==> config.mk <==
export PLATFORM = sky130hd
export DESIGN_NAME = rshift_round_sat_pipe
export DESIGN_NICKNAME = d
export VERILOG_FILES = /design/src/rtl/rshift_pkg.sv /design/src/rtl/rshift_round_sat_pipe_sat_clip.sv /design/src/rtl/rshift_round_sat_pipe.sv
export SDC_FILE = /design/constraint.sdc
export NUM_CORES = 1
export LEC_CHECK = 0
export ABC_CLOCK_PERIOD_IN_PS = 4610
export BUFFER_PORTS_ARGS = -buffer_cell sky130_fd_sc_hd__clkbuf_2
export CAP_MARGIN = 40
export CORE_UTILIZATION = 50
export CTS_BUF_LIST = sky130_fd_sc_hd__clkbuf_16
export CTS_CLUSTER_DIAMETER = 100
export DETAILED_ROUTE_END_ITERATION = 12
export GPL_TIMING_DRIVEN = 0
export PLACE_DENSITY_LB_ADDON = 0.3
export SYNTH_ARGS = -nofsm -noshare
export SYNTH_HDL_FRONTEND = slang
export SYNTH_HIERARCHICAL = 1
export SYNTH_SLANG_ARGS = --single-unit
==> constraint.sdc <==
create_clock -name clk -period 4.61 [get_ports clk]
set_input_delay 0.461 -clock clk [delete_from_list [all_inputs] [get_ports clk]]
set_output_delay 0.461 -clock clk [all_outputs]
set_load 0.05 [all_outputs]
==> src/rtl/rshift_pkg.sv <==
// Shared widths for the shift/round/saturate pipeline: extension width,
// rounding intermediate width and the saturation counter width.
package rshift_pkg;
  localparam int CNT_W = 16;

  function automatic int ext_w(input int wa);
    return wa + 1;
  endfunction

  // One extra bit over the larger of the shifted value and the output so the
  // rounding increment can never lose a carry.
  function automatic int rnd_w(input int wa, input int wz);
    return ((wa + 1 > wz) ? wa + 1 : wz) + 1;
  endfunction
endpackage

==> src/rtl/rshift_round_sat_pipe_sat_clip.sv <==
// Combinational clip of a signed intermediate to width_z bits, signed or
// unsigned range; sat flags any clipping.
module sat_clip #(
  parameter int width_i = 18,
  parameter int width_z = 8,
  parameter int signd_a = 1
) (
  input  logic signed [width_i-1:0] din,
  output logic        [width_z-1:0] dout,
  output logic                      sat
);
  logic signed [width_i-1:0] hi, lo;

  always_comb begin
    hi = '0;
    lo = '0;
    hi[width_z-1:0] = '1;
    if (signd_a != 0) begin
      hi[width_z-1] = 1'b0;
      lo[width_i-1:width_z-1] = '1;
    end
    if (din > hi) begin
      dout = hi[width_z-1:0];
      sat  = 1'b1;
    end else if (din < lo) begin
      dout = lo[width_z-1:0];
      sat  = 1'b1;
    end else begin
      dout = din[width_z-1:0];
      sat  = 1'b0;
    end
  end
endmodule

==> src/rtl/rshift_round_sat_pipe.sv <==
// Two-stage right shift with optional round-half-up and saturation, valid/ready
// on both sides, plus a sticky-at-max count of saturated output transfers.
module rshift_round_sat_pipe
  import rshift_pkg::*;
#(
  parameter int width_a = 16,
  parameter int signd_a = 1,
  parameter int width_s = 4,
  parameter int width_z = 8,
  parameter int rnd_en  = 1
) (
  input  logic               clk,
  input  logic               arst,
  input  logic               in_vld,
  output logic               in_rdy,
  input  logic [width_a-1:0] a,
  input  logic [width_s-1:0] s,
  output logic               out_vld,
  input  logic               out_rdy,
  output logic [width_z-1:0] z,
  output logic               sat,
  input  logic               clr_cnt,
  output logic [CNT_W-1:0]   sat_cnt
);
  localparam int EW = ext_w(width_a);
  localparam int IW = rnd_w(width_a, width_z);

  logic [2:1]             vld_pipe;
  logic                   live, s1_en, s2_en, in_fire, out_fire;
  logic signed [EW-1:0]   ext, shf, sh1;
  logic                   g, g1;
  logic signed [IW-1:0]   sum;
  logic [width_z-1:0]     zc;
  logic                   satc;

  // Not ready until one clean edge has passed after reset release.
  always_ff @(posedge clk or posedge arst)
    if (arst) live <= 1'b0;
    else      live <= 1'b1;

  assign s2_en    = !vld_pipe[2] || out_rdy;
  assign s1_en    = !vld_pipe[1] || s2_en;
  assign in_rdy   = live && s1_en;
  assign in_fire  = in_vld && in_rdy;
  assign out_vld  = vld_pipe[2];
  assign out_fire = out_vld && out_rdy;

  always_ff @(posedge clk or posedge arst)
    if (arst) vld_pipe <= '0;
    else begin
      if (s1_en) vld_pipe[1] <= in_fire;
      if (s2_en) vld_pipe[2] <= vld_pipe[1];
    end

  // S1: extend, shift, capture the last bit shifted out as the guard
  assign ext = $signed({(signd_a != 0) ? a[width_a-1] : 1'b0, a});
  assign shf = ext >>> s;

  always_comb begin
    g = 1'b0;
    for (int i = 0; i < EW; i++)
      if (int'(s) == i + 1) g = ext[i];
    if (int'(s) > EW) g = ext[EW-1];
  end

  always_ff @(posedge clk or posedge arst)
    if (arst) begin
      sh1 <= '0;
      g1  <= 1'b0;
    end else if (in_fire) begin
      sh1 <= shf;
      g1  <= g;
    end

  // S2: round in a widened signed intermediate, then clip
  always_comb begin
    sum = IW'(sh1);
    if (rnd_en != 0) sum = sum + IW'(g1);
  end

  sat_clip #(.width_i(IW), .width_z(width_z), .signd_a(signd_a)) u_clip (
    .din (sum),
    .dout(zc),
    .sat (satc)
  );

  always_ff @(posedge clk or posedge arst)
    if (arst) begin
      z   <= '0;
      sat <= 1'b0;
    end else if (s2_en && vld_pipe[1]) begin
      z   <= zc;
      sat <= satc;
    end

  always_ff @(posedge clk or posedge arst)
    if (arst)                                   sat_cnt <= '0;
    else if (clr_cnt)                           sat_cnt <= '0;
    else if (out_fire && sat && sat_cnt != '1)  sat_cnt <= sat_cnt + 1'b1;
endmodule

Yosys cells after proc, flatten, opt, wreduce, memory -nomap -nowiden:

Cells that the tools add are included.

* flip-flop bits (word level): 46
* output and inout port bits: 27
* logic and storage cells: 61

* add/sub/neg operators: 2
* order comparisons: 2
* equal/unequal tests: 16
* shift-type cells: 1
* mux-type cells: 21
* reductions and logical operators: 11

Operators by type and width (number)
* 4-bit equality test, second input constant: 8
* 16-bit two-way mux: 2
* 17-bit by 2-bit adder with 18-bit output: 1
* 18-bit by 8-bit > comparator with 1-bit output, second input constant: 1
* 18-bit by 8-bit less-than comparator with 1-bit output, second input constant: 1
* 1-bit two-way mux: 17
* 16-bit by 4-bit >>> shifter with 17-bit output: 1
* 16-bit by 1-bit adder with 16-bit output, second input constant: 1
* 4-bit by 3-bit equality test with 1-bit output, second input constant: 4
* 8-bit two-way mux: 2
* 16-bit != test, second input constant: 1
* 4-bit by 2-bit equality test with 1-bit output, second input constant: 2
* 1-bit logical AND: 6
* 4-bit by 1-bit equality test with 1-bit output, second input constant: 1
* 1-bit zero test: 2
* 1-bit logical OR: 2
* 2-bit nonzero test: 1

Depth between registers and ports, before layout:

Gate-level depths: netlist (run 1).

* depth in word-level cells: 16
* mapped depth: 11
* mapped depth without buffers: 10

By module:

The synthesis (run 1) kept the hierarchy.

Modules (own cells, without submodules)
* rshift_round_sat_pipe: times used 1, cells each 337, area each 3139.3 sq um
* sat_clip: times used 1, cells each 28, area each 215.2 sq um

Worst setup path before layout (run 1):

OpenSTA, ideal clock, no wires.

* path type: register to register
* start point: register sh1[2]
* end point: register sat
* data arrival time: 2.351 ns
* required time: 4.485 ns
* path slack: 2.134 ns
* cell stages (with the launch flop): 9
* buffers on the path: 0
* cells stage by stage: dfrtp_1 and4_1 nand4_1 o31a_1 or2_2 nor4_2 nand3_2 o21a_1 mux2_2

* cells in the longest elaborated chain, start to end: 4
* elaborated cells on any way between the ends: 5
* those cells by class: add/sub (1); order compare (2); mux (2)

Ends and longest elaborated chain
* from (decl): line rshift_round_sat_pipe.sv:30 `logic signed [EW-1:0] ext, shf, sh1;`
* from (signal assigned): line rshift_round_sat_pipe.sv:68 `sh1 <= '0;`
* from (signal assigned): line rshift_round_sat_pipe.sv:71 `sh1 <= shf;`
* 17-bit by 2-bit adder with 18-bit output (*): line rshift_round_sat_pipe.sv:78 `if (rnd_en != 0) sum = sum + IW'(g1);`
* net sum[17]: line rshift_round_sat_pipe.sv:32 `logic signed [IW-1:0] sum;`
* 18-bit by 8-bit less-than comparator with 1-bit output: line rshift_round_sat_pipe_sat_clip.sv:25 `end else if (din < lo) begin`
* 1-bit two-way mux: line rshift_round_sat_pipe_sat_clip.sv:25
* 1-bit two-way mux (*): line rshift_round_sat_pipe_sat_clip.sv:22 `if (din > hi) begin`
* net satc: line rshift_round_sat_pipe.sv:34 `logic satc;`
* to (signal assigned): line rshift_round_sat_pipe.sv:93 `sat <= satc;`
* to (decl): line rshift_round_sat_pipe.sv:21 `output logic sat,`

The timed path passes the listed nets; every way through them passes the cells marked *.
A chain may end at the register's enable or synchronous reset.

Worst setup path in the final report (run 1):

Same ends and word-level chain as after synthesis.

==> results of run 1 <==
[synth_stat cells (3+ instances only)]
library cell	count	share of area [%]
sky130_fd_sc_hd__a31oi_1	3	0.56
sky130_fd_sc_hd__xnor2_1	23	6.0
sky130_fd_sc_hd__nand4_1	13	2.4
sky130_fd_sc_hd__and2_1	4	0.75
sky130_fd_sc_hd__mux2i_1	11	3.3
sky130_fd_sc_hd__o21ai_0	17	2.5
sky130_fd_sc_hd__inv_1	4	0.45
sky130_fd_sc_hd__and4_1	5	1.3
sky130_fd_sc_hd__buf_2	11	1.6
sky130_fd_sc_hd__nor4_1	11	2.1
sky130_fd_sc_hd__a21oi_1	13	1.9
sky130_fd_sc_hd__clkbuf_1	9	1.0
sky130_fd_sc_hd__ha_1	3	1.1
sky130_fd_sc_hd__nand3_1	14	2.1
sky130_fd_sc_hd__mux4_2	7	4.7
sky130_fd_sc_hd__mux4_1	3	2.4
sky130_fd_sc_hd__o21a_1	3	0.67
sky130_fd_sc_hd__and3_1	4	0.75
sky130_fd_sc_hd__nor3_1	6	0.90
sky130_fd_sc_hd__xor2_1	4	1.0
sky130_fd_sc_hd__nand2_1	42	4.7
sky130_fd_sc_hd__nand2b_1	5	0.93
sky130_fd_sc_hd__a2bb2oi_1	7	1.8
sky130_fd_sc_hd__dfrtp_1	45	34
sky130_fd_sc_hd__o2111ai_1	3	0.78
sky130_fd_sc_hd__o311ai_0	3	0.78
sky130_fd_sc_hd__mux2_2	16	5.4
sky130_fd_sc_hd__nor2_1	39	4.4
[layer usage]
layer | wire [µm] | vias to the layer above | GRT usage, % | share of wire [%]
li1 | - | 1459 | - | -
met1 | 3530 | 1427 | 30.4 | 46
met2 | 3800 | 65 | 39.8 | 50
met3 | 245 | 6 | 2.67 | 3.2
met4 | 61 | 0 | 4.70 | 0.80
met5 | 0 | - | 0 | 0
[final cells by class]
type | instances | area [µm²]
sequential | 45 | 1130
multi-input combinational | 290 | 2080
clock buffer | 5 | 125
fill | 585 | 2570
timing repair buffer | 48 | 255
clock inverter | 3 | 18.8
inverter | 5 | 18.8
buffer | 25 | 126
tap | 77 | 96.3
[sequential cells by signal (all words and copies together), names as in the netlist]
register,flops
sat,1
sat_cnt,16
g1,1
live,1
sh1,16
vld_pipe,2
z,8
[cells by family after synthesis]
logic type | after synthesis | synth area share (%)
other cells | 1 | 0.112
fa+ha+maj | 3 | 1.12
simple gates | 160 | 25.5
flops | 45 | 33.6
xor+xnor | 27 | 7.05
compound gates | 60 | 11.7
buf+inv | 30 | 4.33
mux | 39 | 16.6
[power groups by stage]
stage          Combinational, mW  Clock, mW  Sequential, mW
2_1_floorplan              0.203          0           0.585
3_3_place_gp               0.372          0           0.499
3_5_place_dp               0.380          0           0.502
4_1_cts                    0.382      0.351           0.494
5_1_grt                    0.414      0.368           0.503
6_report                   0.382      0.341           0.494
[worst max-delay path by stage]
stage                     cells past startpoint   start  slack (ps)   end
after floorplan                               8  sh1[2]        2130   sat
after global placement                        8  sh1[2]        1910   sat
after detailed placement                      8  sh1[2]        1870   sat
after CTS                                     8  sh1[2]        1850   sat
after global routing                          8  sh1[2]        1710  z[6]
final                                         8  sh1[2]        1870   sat
[worst max-delay path: stages (launching register included)]
cell                      delay [ps]
sky130_fd_sc_hd__dfrtp_1         430
sky130_fd_sc_hd__and4_1          260
sky130_fd_sc_hd__nand4_1         250
sky130_fd_sc_hd__o31a_1          370
sky130_fd_sc_hd__or2_2           310
sky130_fd_sc_hd__nor4_2          330
sky130_fd_sc_hd__nand3_2         210
sky130_fd_sc_hd__o21a_1          220
sky130_fd_sc_hd__mux2_2          250
[metrics by stage]
step / cell area (µm²) / setup WS [ps] / util [%] / instances
4_1_cts: 3850 / 1850 / 59.9 / 498
6_report: 3850 / 1870 / 59.9 / 498
3_5_place_dp: 3710 / 1870 / 57.7 / 490
3_3_place_gp: 3690 / 1910 / 57.4 / 489
5_1_grt: 3850 / 1710 / 59.9 / 498
2_1_floorplan: 3350 / 2130 / - / 365
==> impl_table.tex, run 1 <==
\begin{tabular}{lr}
\hline
Metric & Value \\
\hline
\multicolumn{2}{l}{\textbf{Clock network}} \\
Cell chosen for the clock root & sky130\_fd\_sc\_hd\_\_clkbuf\_16 \\
CTS Hold Buffers Added & 0 \\
Clock latency reported for the late side of the worst-skew pair & 280 ps \\
Post-cts gate resize count & 0 \\
Setup repair bufs after CTS & 0 \\
Number of clock sinks & 45 \\
H-Tree Level Count & 2 \\
Clock Path Buffers & 2 \\
TritonCTS buffer count & 5 \\
Clk slew on worst S/H paths & 60 ps \\
Clock tree from TritonCTS & built \\
\multicolumn{2}{l}{\textbf{Global routing}} \\
Maximum number of pins on one net before global-route repair & 37 \\
Overall track demand over capacity in global routing & 22.8\% \\
Number of antenna violations at the first check in global routing & 0 \\
Number of global-route vias before repair & 2730 \\
First-pass GRT wire length & 13100 µm \\
Total overflow reported by the global router & 0 \\
\multicolumn{2}{l}{\textbf{STA}} \\
Fin. max-slew vios & 0 \\
Count of final hold-check violations & 0 \\
WHS & 74.1 ps \\
Final setup viols & 0 \\
Max Clk Rate & 0.365 GHz \\
Part of the cycle the worst path needs & 59.4\% \\
Post-route setup TNS & 0 ps \\
Final Skew & 5.27 ps \\
Clock period minus final worst setup slack & 2740 ps \\
RSZ-0062 raised after global routing & false \\
\multicolumn{2}{l}{\textbf{Detailed routing}} \\
Detailed-router iteration count before antenna repair & 8 \\
DRC violations left & 8 \\
Vias per Instance & 5.94 \\
First DRT Iteration DRCs & 162 \\
Wire length per cell & 15.3 µm \\
Vias post-DR & 2957 \\
DRT antenna net count & 0 \\
Total Wirelength & 7640 µm \\
\multicolumn{2}{l}{\textbf{Critical path}} \\
Launch instance of the worst register-to-register path & sh1[2] \\
Kind of capture point of the worst setup path & register \\
Critical path fanouts, max & 8 \\
Data required time at the worst endpoint & 4780 ps \\
Register-to-Register Path Depth & 8 \\
Crit path arrival time & 2910 ps \\
Type of origin of the critical path & register \\
Category of the most critical setup path & reg2reg \\
Worst-case register-to-register setup slack & 1870 ps \\
Reg-to-Reg End & sat \\
\multicolumn{2}{l}{\textbf{Power and ir drop}} \\
VDD IR-drop max & 0.128 mV \\
Power per cell area & 316 nW/µm² \\
Power spent charging and discharging nets & 429 µW \\
Total power consumption of the routed design & 1.22 mW \\
LEAKAGE & 1.63 nW \\
Power Internal & 789 µW \\
Relative contribution of the clock network to total power & 28.0\% \\
Sequential power share & 40.6\% \\
Switching fraction of total power & 35.2\% \\
Comb power frac & 31.4\% \\
\multicolumn{2}{l}{\textbf{Outcome}} \\
Status & finished, violations left \\
Failing checks & design-rule violations \\
\multicolumn{2}{l}{\textbf{Yosys}} \\
Synthesized net count & 393 \\
Syn Inst Count & 365 \\
Number of distinct library cells after synthesis & 55 \\
Cell area after synthesis & 3350 µm² \\
Proportion of register bits with asynchronous set or reset after synthesis & 100\% \\
Number of flops mapped to enable cells by yosys & 0 \\
Yosys warning total & 6 \\
Sequential share of the synthesized area & 33.6\% \\
Synth Area per Inst & 9.19 µm² \\
Commonest register cell after synthesis & sky130\_fd\_sc\_hd\_\_dfrtp\_1 \\
Number of flip-flops and latches in the synthesized netlist & 45 \\
\multicolumn{2}{l}{\textbf{Floorplan}} \\
Die W & 83.9 µm \\
Count of standard-cell rows & 29 \\
IO Count & 52 \\
Vertical extent of the die & 83.9 µm \\
Initial Utilization & 52.2\% \\
Die area & 7040 µm² \\
Area of the core & 6420 µm² \\
\multicolumn{2}{l}{\textbf{Placed design}} \\
Dpl hpwl & 5890 µm \\
Routability congestion estimate & 0.931 \\
Total of buffers placed on input and output ports & 47 \\
\multicolumn{2}{l}{\textbf{Cells and area}} \\
Ant diodes & 0 \\
Share of layout cells above drive strength 1 & 24.7\% \\
Most common cell after layout, fill and taps aside & sky130\_fd\_sc\_hd\_\_clkbuf\_2 \\
Area overhead of the layout relative to synthesis & 14.8\% \\
Top library cells by usage in the layout, fill and taps aside & 47 x sky130\_fd\_sc\_hd\_\_clkbuf\_2, 45 x sky130\_fd\_sc\_hd\_\_dfrtp\_1, 42 x sky130\_fd\_sc\_hd\_\_nand2\_1 \\
Number of nets at the end of the flow & 448 \\
\multicolumn{2}{l}{\textbf{Run}} \\
Max Cap Viol & 0 \\
\multicolumn{2}{l}{\textbf{Hold path}} \\
Path type of the worst min-delay path & in2async \\
\hline
\end{tabular}
Note: power is estimated with default switching activity, not from simulation.
==> run 2: changes to the inputs <==
--- a/config.mk
+++ b/config.mk
@@ -5,7 +5,7 @@
 export SDC_FILE = /design/constraint.sdc
 export NUM_CORES = 1
 export LEC_CHECK = 0
-export ABC_CLOCK_PERIOD_IN_PS = 4610
+export ABC_CLOCK_PERIOD_IN_PS = 2500
 export BUFFER_PORTS_ARGS = -buffer_cell sky130_fd_sc_hd__clkbuf_2
 export CAP_MARGIN = 40
 export CORE_UTILIZATION = 50
==> constraint.sdc (replaced) <==
create_clock -name clk -period 2.5 [get_ports clk]
set_input_delay 0.25 -clock clk [delete_from_list [all_inputs] [get_ports clk]]
set_output_delay 0.25 -clock clk [all_outputs]
set_load 0.05 [all_outputs]
==> run 2 against run 1 <==
Effect of this change: the flow still finishes with violations (design-rule violations); global-route usage up 0.76 points; register-to-register slack worse by 1800 ps; die area unchanged; via count up 2.4%; cell area up 4.5%; critical path depth unchanged; utilization up 2.7 points; critical path type unchanged.
==> impl_table.tex, run 2 (synthesized netlist as in run 1, its figures left out) <==
\begin{tabular}{lr}
\hline
Metric & Value \\
\hline
\multicolumn{2}{l}{\textbf{Outcome}} \\
Status & finished, violations left \\
Failing checks & design-rule violations \\
\multicolumn{2}{l}{\textbf{Clock network}} \\
Clock latency reported for the late side of the worst-skew pair & 280 ps (about the same) \\
Clk slew on worst S/H paths & 60 ps (about the same) \\
Number of clock sinks & 45 (unchanged) \\
TritonCTS buffer count & 5 (unchanged) \\
Clock Path Buffers & 2 (unchanged) \\
Clock tree from TritonCTS & built \\
H-Tree Level Count & 2 (unchanged) \\
Cell chosen for the clock root & sky130\_fd\_sc\_hd\_\_clkbuf\_16 \\
\multicolumn{2}{l}{\textbf{Cells and area}} \\
Area overhead of the layout relative to synthesis & 19.9\% \\
Post-route insts no fill & 510 (+2.4\%) \\
Layout Utilization & 62.6\% (+2.7 points) \\
Number of nets at the end of the flow & 460 (+2.7\%) \\
Summed area of non-filler cells in the final layout & 4020 µm² (+4.5\%) \\
Top library cells by usage in the layout, fill and taps aside & 47 x sky130\_fd\_sc\_hd\_\_clkbuf\_2, 45 x sky130\_fd\_sc\_hd\_\_dfrtp\_1, 42 x sky130\_fd\_sc\_hd\_\_nand2\_1 \\
Share of layout cells above drive strength 1 & 28.6\% (+3.9 points) \\
Ant diodes & 0 (unchanged) \\
Biggest regs & sat\_cnt x16, sh1 x16, z x8 \\
Most common cell after layout, fill and taps aside & sky130\_fd\_sc\_hd\_\_clkbuf\_2 \\
\multicolumn{2}{l}{\textbf{Floorplan}} \\
Area of the core & 6420 µm² (unchanged) \\
Die area & 7040 µm² (unchanged) \\
IO Count & 52 (unchanged) \\
Vertical extent of the die & 83.9 µm (unchanged) \\
Die W & 83.9 µm (unchanged) \\
Count of standard-cell rows & 29 (unchanged) \\
Initial Utilization & 52.2\% (unchanged) \\
\multicolumn{2}{l}{\textbf{Critical path}} \\
Worst-case register-to-register setup slack & 50 ps (-1820 ps) \\
Critical path fanouts, max & 8 (unchanged) \\
Crit path arrival time & 2620 ps (-290 ps) \\
Type of origin of the critical path & register \\
Register-to-Register Path Depth & 8 (unchanged) \\
Reg-to-Reg End & sat \\
Data required time at the worst endpoint & 2670 ps (-2110 ps) \\
Category of the most critical setup path & reg2reg \\
Kind of capture point of the worst setup path & register \\
Launch instance of the worst register-to-register path & sh1[7] \\
\multicolumn{2}{l}{\textbf{Power and ir drop}} \\
Power per cell area & 577 nW/µm² (+83\%) \\
LEAKAGE & 1.69 nW (+3.8\%) \\
VDD IR-drop max & 0.235 mV (+84\%) \\
\multicolumn{2}{l}{\textbf{Hold path}} \\
Number of stages on the worst hold path & 2 \\
Path type of the worst min-delay path & in2reg \\
Hold endpoint & sat\_cnt[12] \\
Hold path startpoint & clr\_cnt \\
\multicolumn{2}{l}{\textbf{Detailed routing}} \\
DRT antenna net count & 0 (unchanged) \\
Detailed-router iteration count before antenna repair & 9 (+1) \\
First DRT Iteration DRCs & 187 (+15\%) \\
Vias post-DR & 3027 (+2.4\%) \\
Vias per Instance & 5.94 (about the same) \\
Total Wirelength & 7980 µm (+4.4\%) \\
Wire length per cell & 15.6 µm (+2.0\%) \\
DRC violations left & 8 (unchanged) \\
\multicolumn{2}{l}{\textbf{STA}} \\
Final Skew & 5.70 ps (+0.432 ps) \\
Count of final hold-check violations & 0 (unchanged) \\
Clock period minus final worst setup slack & 2450 ps (-287 ps) \\
Part of the cycle the worst path needs & 98.1\% (+39 points) \\
RSZ-0062 raised after global routing & true \\
Max Clk Rate & 0.408 GHz (+12\%) \\
Final setup viols & 0 (unchanged) \\
Fin. max-slew vios & 0 (unchanged) \\
Post-route setup TNS & 0 ps (unchanged) \\
\multicolumn{2}{l}{\textbf{Global routing}} \\
Maximum number of pins on one net before global-route repair & 37 (unchanged) \\
Overall track demand over capacity in global routing & 23.6\% (+0.76 points) \\
Number of antenna violations at the first check in global routing & 0 (unchanged) \\
Total overflow reported by the global router & 0 (unchanged) \\
First-pass GRT wire length & 13500 µm (+3.2\%) \\
Number of global-route vias before repair & 2808 (+2.9\%) \\
\multicolumn{2}{l}{\textbf{Placed design}} \\
Area after detailed placement & 3710 µm² (unchanged) \\
Placed cell count & 490 (unchanged) \\
Total of buffers placed on input and output ports & 47 (unchanged) \\
Routability congestion estimate & 0.931 (unchanged) \\
Dpl hpwl & 5890 µm (unchanged) \\
\multicolumn{2}{l}{\textbf{Run}} \\
Max Cap Viol & 0 (unchanged) \\
\hline
\end{tabular}
## run 2: metrics by stage
stage / power [mW] / setup slack (ps) / hold WS (ps)
final: 2.32 / 48.4 / 294
after global routing: 2.45 / -43.5 / 308
after CTS: 2.30 / 27.6 / 295
after detailed placement: 1.63 / -243 / 170
after global placement: 1.61 / -199 / 470
after floorplan: 1.45 / 24.3 / 441
## run 2: timing repair
action,CTS,global route
hold buffers,1,0
setup buffers,6,5
resized for setup,7,7
endpoints found under the setup margin,8,8
pin swaps,4,7
hold endpoints to repair,9,0
## run 2: worst max-delay path by stage
stage,to,from,slack (ps),cells after the start
floorplan,sat,sh1[2],20,8
global placement,sat,sh1[2],-200,8
detailed placement,sat,sh1[2],-240,8
CTS,sat,sh1[5],30,8
global route,z[6],sh1[7],-40,8
finish,sat,sh1[7],50,8
## run 2: final cells by class
cell class | instances | area (µm²)
fill | 559 | 2400
multi-input combinational | 290 | 2160
sequential | 45 | 1130
timing repair buffer | 60 | 348
buffer | 25 | 129
clock buffer | 5 | 125
tap | 77 | 96.3
clock inverter | 3 | 18.8
inverter | 5 | 18.8
## run 2: routing by layer
| metal | share of wire, % | GRT usage [%] | wire (µm) | up-vias |
|---|---|---|---|---|
| met1 | 45 | 30.9 | 3610 | 1465 |
| met2 | 51 | 41.1 | 4040 | 75 |
| met5 | 0 | 0 | 0 | - |
| li1 | - | - | - | 1477 |
| met4 | 1.0 | 5.96 | 80 | 0 |
| met3 | 3.1 | 3.07 | 244 | 10 |
## run 2: critical path, stage by stage, from the launching register on
cell and delay (ps):
sky130_fd_sc_hd__dfrtp_1 410, sky130_fd_sc_hd__and3_4 220, sky130_fd_sc_hd__nand3_2 100, sky130_fd_sc_hd__o31a_1 310, sky130_fd_sc_hd__or2_2 330, sky130_fd_sc_hd__nor4_4 350
sky130_fd_sc_hd__nand3_4 170, sky130_fd_sc_hd__o21a_1 210, sky130_fd_sc_hd__mux2_2 250
## run 2: power breakdown
part	total (mW)	switching [mW]	internal [mW]
Sequential	0.912	0.0861	0.826
Clock	0.632	0.266	0.366
Combinational	0.777	0.471	0.306
==> run 3: changes to the inputs <==
--- a/config.mk
+++ b/config.mk
@@ -8,6 +8,7 @@
 export ABC_CLOCK_PERIOD_IN_PS = 2500
 export BUFFER_PORTS_ARGS = -buffer_cell sky130_fd_sc_hd__clkbuf_2
 export CAP_MARGIN = 40
+export CORE_ASPECT_RATIO = 1.75
 export CORE_UTILIZATION = 50
 export CTS_BUF_LIST = sky130_fd_sc_hd__clkbuf_16
 export CTS_CLUSTER_DIAMETER = 100
==> run 3 against run 2 <==
Effect of this change: the run now ends clean; wire length up 5.4%; non-clock buffer count decreased by 2; cell area rose by 0.34%; critical path depth rose by 2; sequential power fell by 0.7%; worst setup slack better by 58 ps; clock power fell by 1%; critical endpoint unchanged.
==> impl_table.tex, run 3 (synthesized netlist as in run 1, its figures left out) <==
\begin{tabular}{lr}
\hline
Metric & Value \\
\hline
\multicolumn{2}{l}{\textbf{Power and ir drop}} \\
Relative contribution of the clock network to total power & 26.9\% (-0.3 points) \\
Comb power frac & 34.1\% (+0.6 points) \\
Switching fraction of total power & 35.5\% (about the same) \\
LEAKAGE & 1.70 nW (+0.67\%) \\
Power spent charging and discharging nets & 823 µW (about the same) \\
VDD IR-drop max & 0.314 mV (+33\%) \\
Power Internal & 1.50 mW (about the same) \\
Power per cell area & 575 nW/µm² (-0.33\%) \\
Sequential power share & 39.0\% (-0.3 points) \\
\multicolumn{2}{l}{\textbf{Cells and area}} \\
Summed area of non-filler cells in the final layout & 4040 µm² (+0.34\%) \\
Post-route insts no fill & 513 (+0.59\%) \\
Top library cells by usage in the layout, fill and taps aside & 47 x sky130\_fd\_sc\_hd\_\_clkbuf\_2, 45 x sky130\_fd\_sc\_hd\_\_dfrtp\_1, 41 x sky130\_fd\_sc\_hd\_\_nand2\_1 \\
Most common cell after layout, fill and taps aside & sky130\_fd\_sc\_hd\_\_clkbuf\_2 \\
Ant diodes & 0 (unchanged) \\
Area overhead of the layout relative to synthesis & 20.3\% \\
Share of layout cells above drive strength 1 & 29.2\% (+0.60 points) \\
Number of nets at the end of the flow & 458 (-0.43\%) \\
Number of inserted filler cells in the final layout & 577 (+3.2\%) \\
Biggest regs & sat\_cnt x16, sh1 x16, z x8 \\
\multicolumn{2}{l}{\textbf{Critical path}} \\
Launch instance of the worst register-to-register path & g1 \\
Crit path arrival time & 2570 ps (-50 ps) \\
Library cell contributing the largest single delay on the critical path & sky130\_fd\_sc\_hd\_\_dfrtp\_1 \\
Critical path fanouts, max & 8 (unchanged) \\
Kind of capture point of the worst setup path & register \\
Most frequent cell on the critical path & sky130\_fd\_sc\_hd\_\_ha\_4 \\
Critical path, cell by cell & ha\_4 -> ha\_4 -> and3\_4 -> nand2b\_4 -> nor2\_2 -> xor2\_2 -> nor4\_4 -> nand3\_4 -> o21a\_1 -> mux2\_2 \\
Data required time at the worst endpoint & 2670 ps (about the same) \\
Category of the most critical setup path & reg2reg \\
Type of origin of the critical path & register \\
Reg-to-Reg End & sat \\
Register-to-Register Path Depth & 10 (+2) \\
Worst-case register-to-register setup slack & 110 ps (+60 ps) \\
Worst stage delay on the critical path & 410 ps (about the same) \\
\multicolumn{2}{l}{\textbf{Hold path}} \\
Path type of the worst min-delay path & in2reg \\
Hold path startpoint & clr\_cnt \\
Hold endpoint & sat\_cnt[15] \\
Number of stages on the worst hold path & 2 (unchanged) \\
\multicolumn{2}{l}{\textbf{Outcome}} \\
Status & finished, final reports clean \\
\multicolumn{2}{l}{\textbf{Floorplan}} \\
Initial Utilization & 51.7\% (-0.54 points) \\
Area of the core & 6490 µm² (+1.1\%) \\
IO Count & 52 (unchanged) \\
Count of standard-cell rows & 39 (+34\%) \\
Vertical extent of the die & 110 µm (+32\%) \\
Die W & 63.9 µm (-24\%) \\
Die area & 7050 µm² (+0.18\%) \\
\multicolumn{2}{l}{\textbf{Placed design}} \\
Routability congestion estimate & 0.940 (+0.97\%) \\
Area after detailed placement & 3710 µm² (+0.17\%) \\
Total of buffers placed on input and output ports & 47 (unchanged) \\
Placed cell count & 495 (+1.0\%) \\
Dpl hpwl & 6590 µm (+12\%) \\
\multicolumn{2}{l}{\textbf{Detailed routing}} \\
Total Wirelength & 8410 µm (+5.4\%) \\
Vias per Instance & 5.91 (-0.49\%) \\
DRT antenna net count & 0 (unchanged) \\
Vias post-DR & 3030 (+0.099\%) \\
Detailed-router iteration count before antenna repair & 4 (-5) \\
Wire length per cell & 16.4 µm (+4.8\%) \\
First DRT Iteration DRCs & 143 (-24\%) \\
DRC violations left & 0 (-8) \\
\multicolumn{2}{l}{\textbf{Global routing}} \\
First-pass GRT wire length & 13900 µm (+3.2\%) \\
Maximum number of pins on one net before global-route repair & 29 (-22\%) \\
Number of global-route vias before repair & 2981 (+6.2\%) \\
Overall track demand over capacity in global routing & 25.7\% (+2.2 points) \\
Number of antenna violations at the first check in global routing & 0 (unchanged) \\
Total overflow reported by the global router & 0 (unchanged) \\
\multicolumn{2}{l}{\textbf{Clock network}} \\
Clock latency reported for the late side of the worst-skew pair & 290 ps (about the same) \\
Number of clock sinks & 45 (unchanged) \\
Clock tree from TritonCTS & built \\
TritonCTS buffer count & 5 (unchanged) \\
Clk slew on worst S/H paths & 60 ps (about the same) \\
Cell chosen for the clock root & sky130\_fd\_sc\_hd\_\_clkbuf\_16 \\
Clock Path Buffers & 2 (unchanged) \\
H-Tree Level Count & 2 (unchanged) \\
\multicolumn{2}{l}{\textbf{STA}} \\
Final setup viols & 0 (unchanged) \\
Final Skew & 2.58 ps (-3.13 ps) \\
Part of the cycle the worst path needs & 95.8\% (-2.3 points) \\
Clock period minus final worst setup slack & 2390 ps (-57.7 ps) \\
Count of final hold-check violations & 0 (unchanged) \\
Max Clk Rate & 0.418 GHz (+2.4\%) \\
Fin. max-slew vios & 0 (unchanged) \\
\multicolumn{2}{l}{\textbf{Run}} \\
Max Cap Viol & 0 (unchanged) \\
\hline
\end{tabular}
-- run 3: cell types whose count changed in the layout (fill, tap and decap cells not counted), sizes merged --
cell | before | now
buf | 28 | 26
clkinv | 1 | 3
clkinvlp | 2 | 0
-- run 3: area by class of cell --
class	count	area, µm²	area share (%)
inverters	5	18.8	0.465
plain buffers	25	133	3.29
clock buffers	5	125	3.10
flip-flops and latches	45	1130	27.9
clock inverters	3	13.8	0.341
well taps	82	103	2.54
repair buffers	58	337	8.34
multi-input cells	290	2180	54.0
-- run 3: worst max-delay path: cells and delay by family, from the launching register on --
family | cells | cell delay [ps]
xor gates and xnor gates | 1 | 180
and+or+nand+nor | 5 | 830
DFF | 1 | 410
AOI/OAI and AO/OA | 1 | 220
muxes | 1 | 250
adders and majority gates | 2 | 370
-- run 3: through the flow --
stage | power [mW] | setup slack, ps | util [%] | setup TNS, ps | hold WS, ps
final | 2.32 | 106 | 62.2 | 0 | 307
after global placement | 1.61 | -316 | 56.9 | -2370 | 472
after CTS | 2.31 | 0.921 | 61.2 | 0 | 293
after detailed placement | 1.63 | -339 | 57.2 | -2570 | 244
after global routing | 2.45 | -8.83 | 62.2 | -8.83 | 333
after floorplan | 1.45 | 24.3 | - | 0 | 441
-- run 3: worst max path at each step --
stage            from   end  slack, ps  depth (start not counted)
3_3_place_gp   sh1[2]  z[0]       -320                          8
5_1_grt        sh1[4]   sat         -9                         10
6_report           g1   sat        110                         10
4_1_cts        sh1[9]  z[2]        0.9                          8
2_1_floorplan  sh1[2]   sat         20                          8
3_5_place_dp   sh1[2]   sat       -340                          8
-- run 3: timing repair --
action | 4_1_cts | 5_1_grt
hold endpoints to repair | 17 | 0
gates resized for setup | 9 | 11
endpoints found under the setup margin | 8 | 8
hold buffers | 1 | 0
pin swaps | 6 | 8
setup buffers | 8 | 1
-- run 3: power groups by stage --
| stage | clock network [mW] | registers [mW] | logic [mW] |
|---|---|---|---|
| 4_1_cts | 0.639 | 0.904 | 0.772 |
| 2_1_floorplan | 0 | 1.08 | 0.374 |
| 6_report | 0.624 | 0.906 | 0.792 |
| 5_1_grt | 0.673 | 0.918 | 0.861 |
| 3_5_place_dp | 0 | 0.926 | 0.706 |
| 3_3_place_gp | 0 | 0.920 | 0.694 |
-- run 3: metal layers --
metal | vias to the layer above | GRT usage, % | wire (µm)
li1 | 1477 | - | -
met1 | 1440 | 23.7 | 2810
met2 | 89 | 53.0 | 4970
met3 | 24 | 2.67 | 236
met4 | 0 | 14.3 | 392
met5 | - | 0 | 0
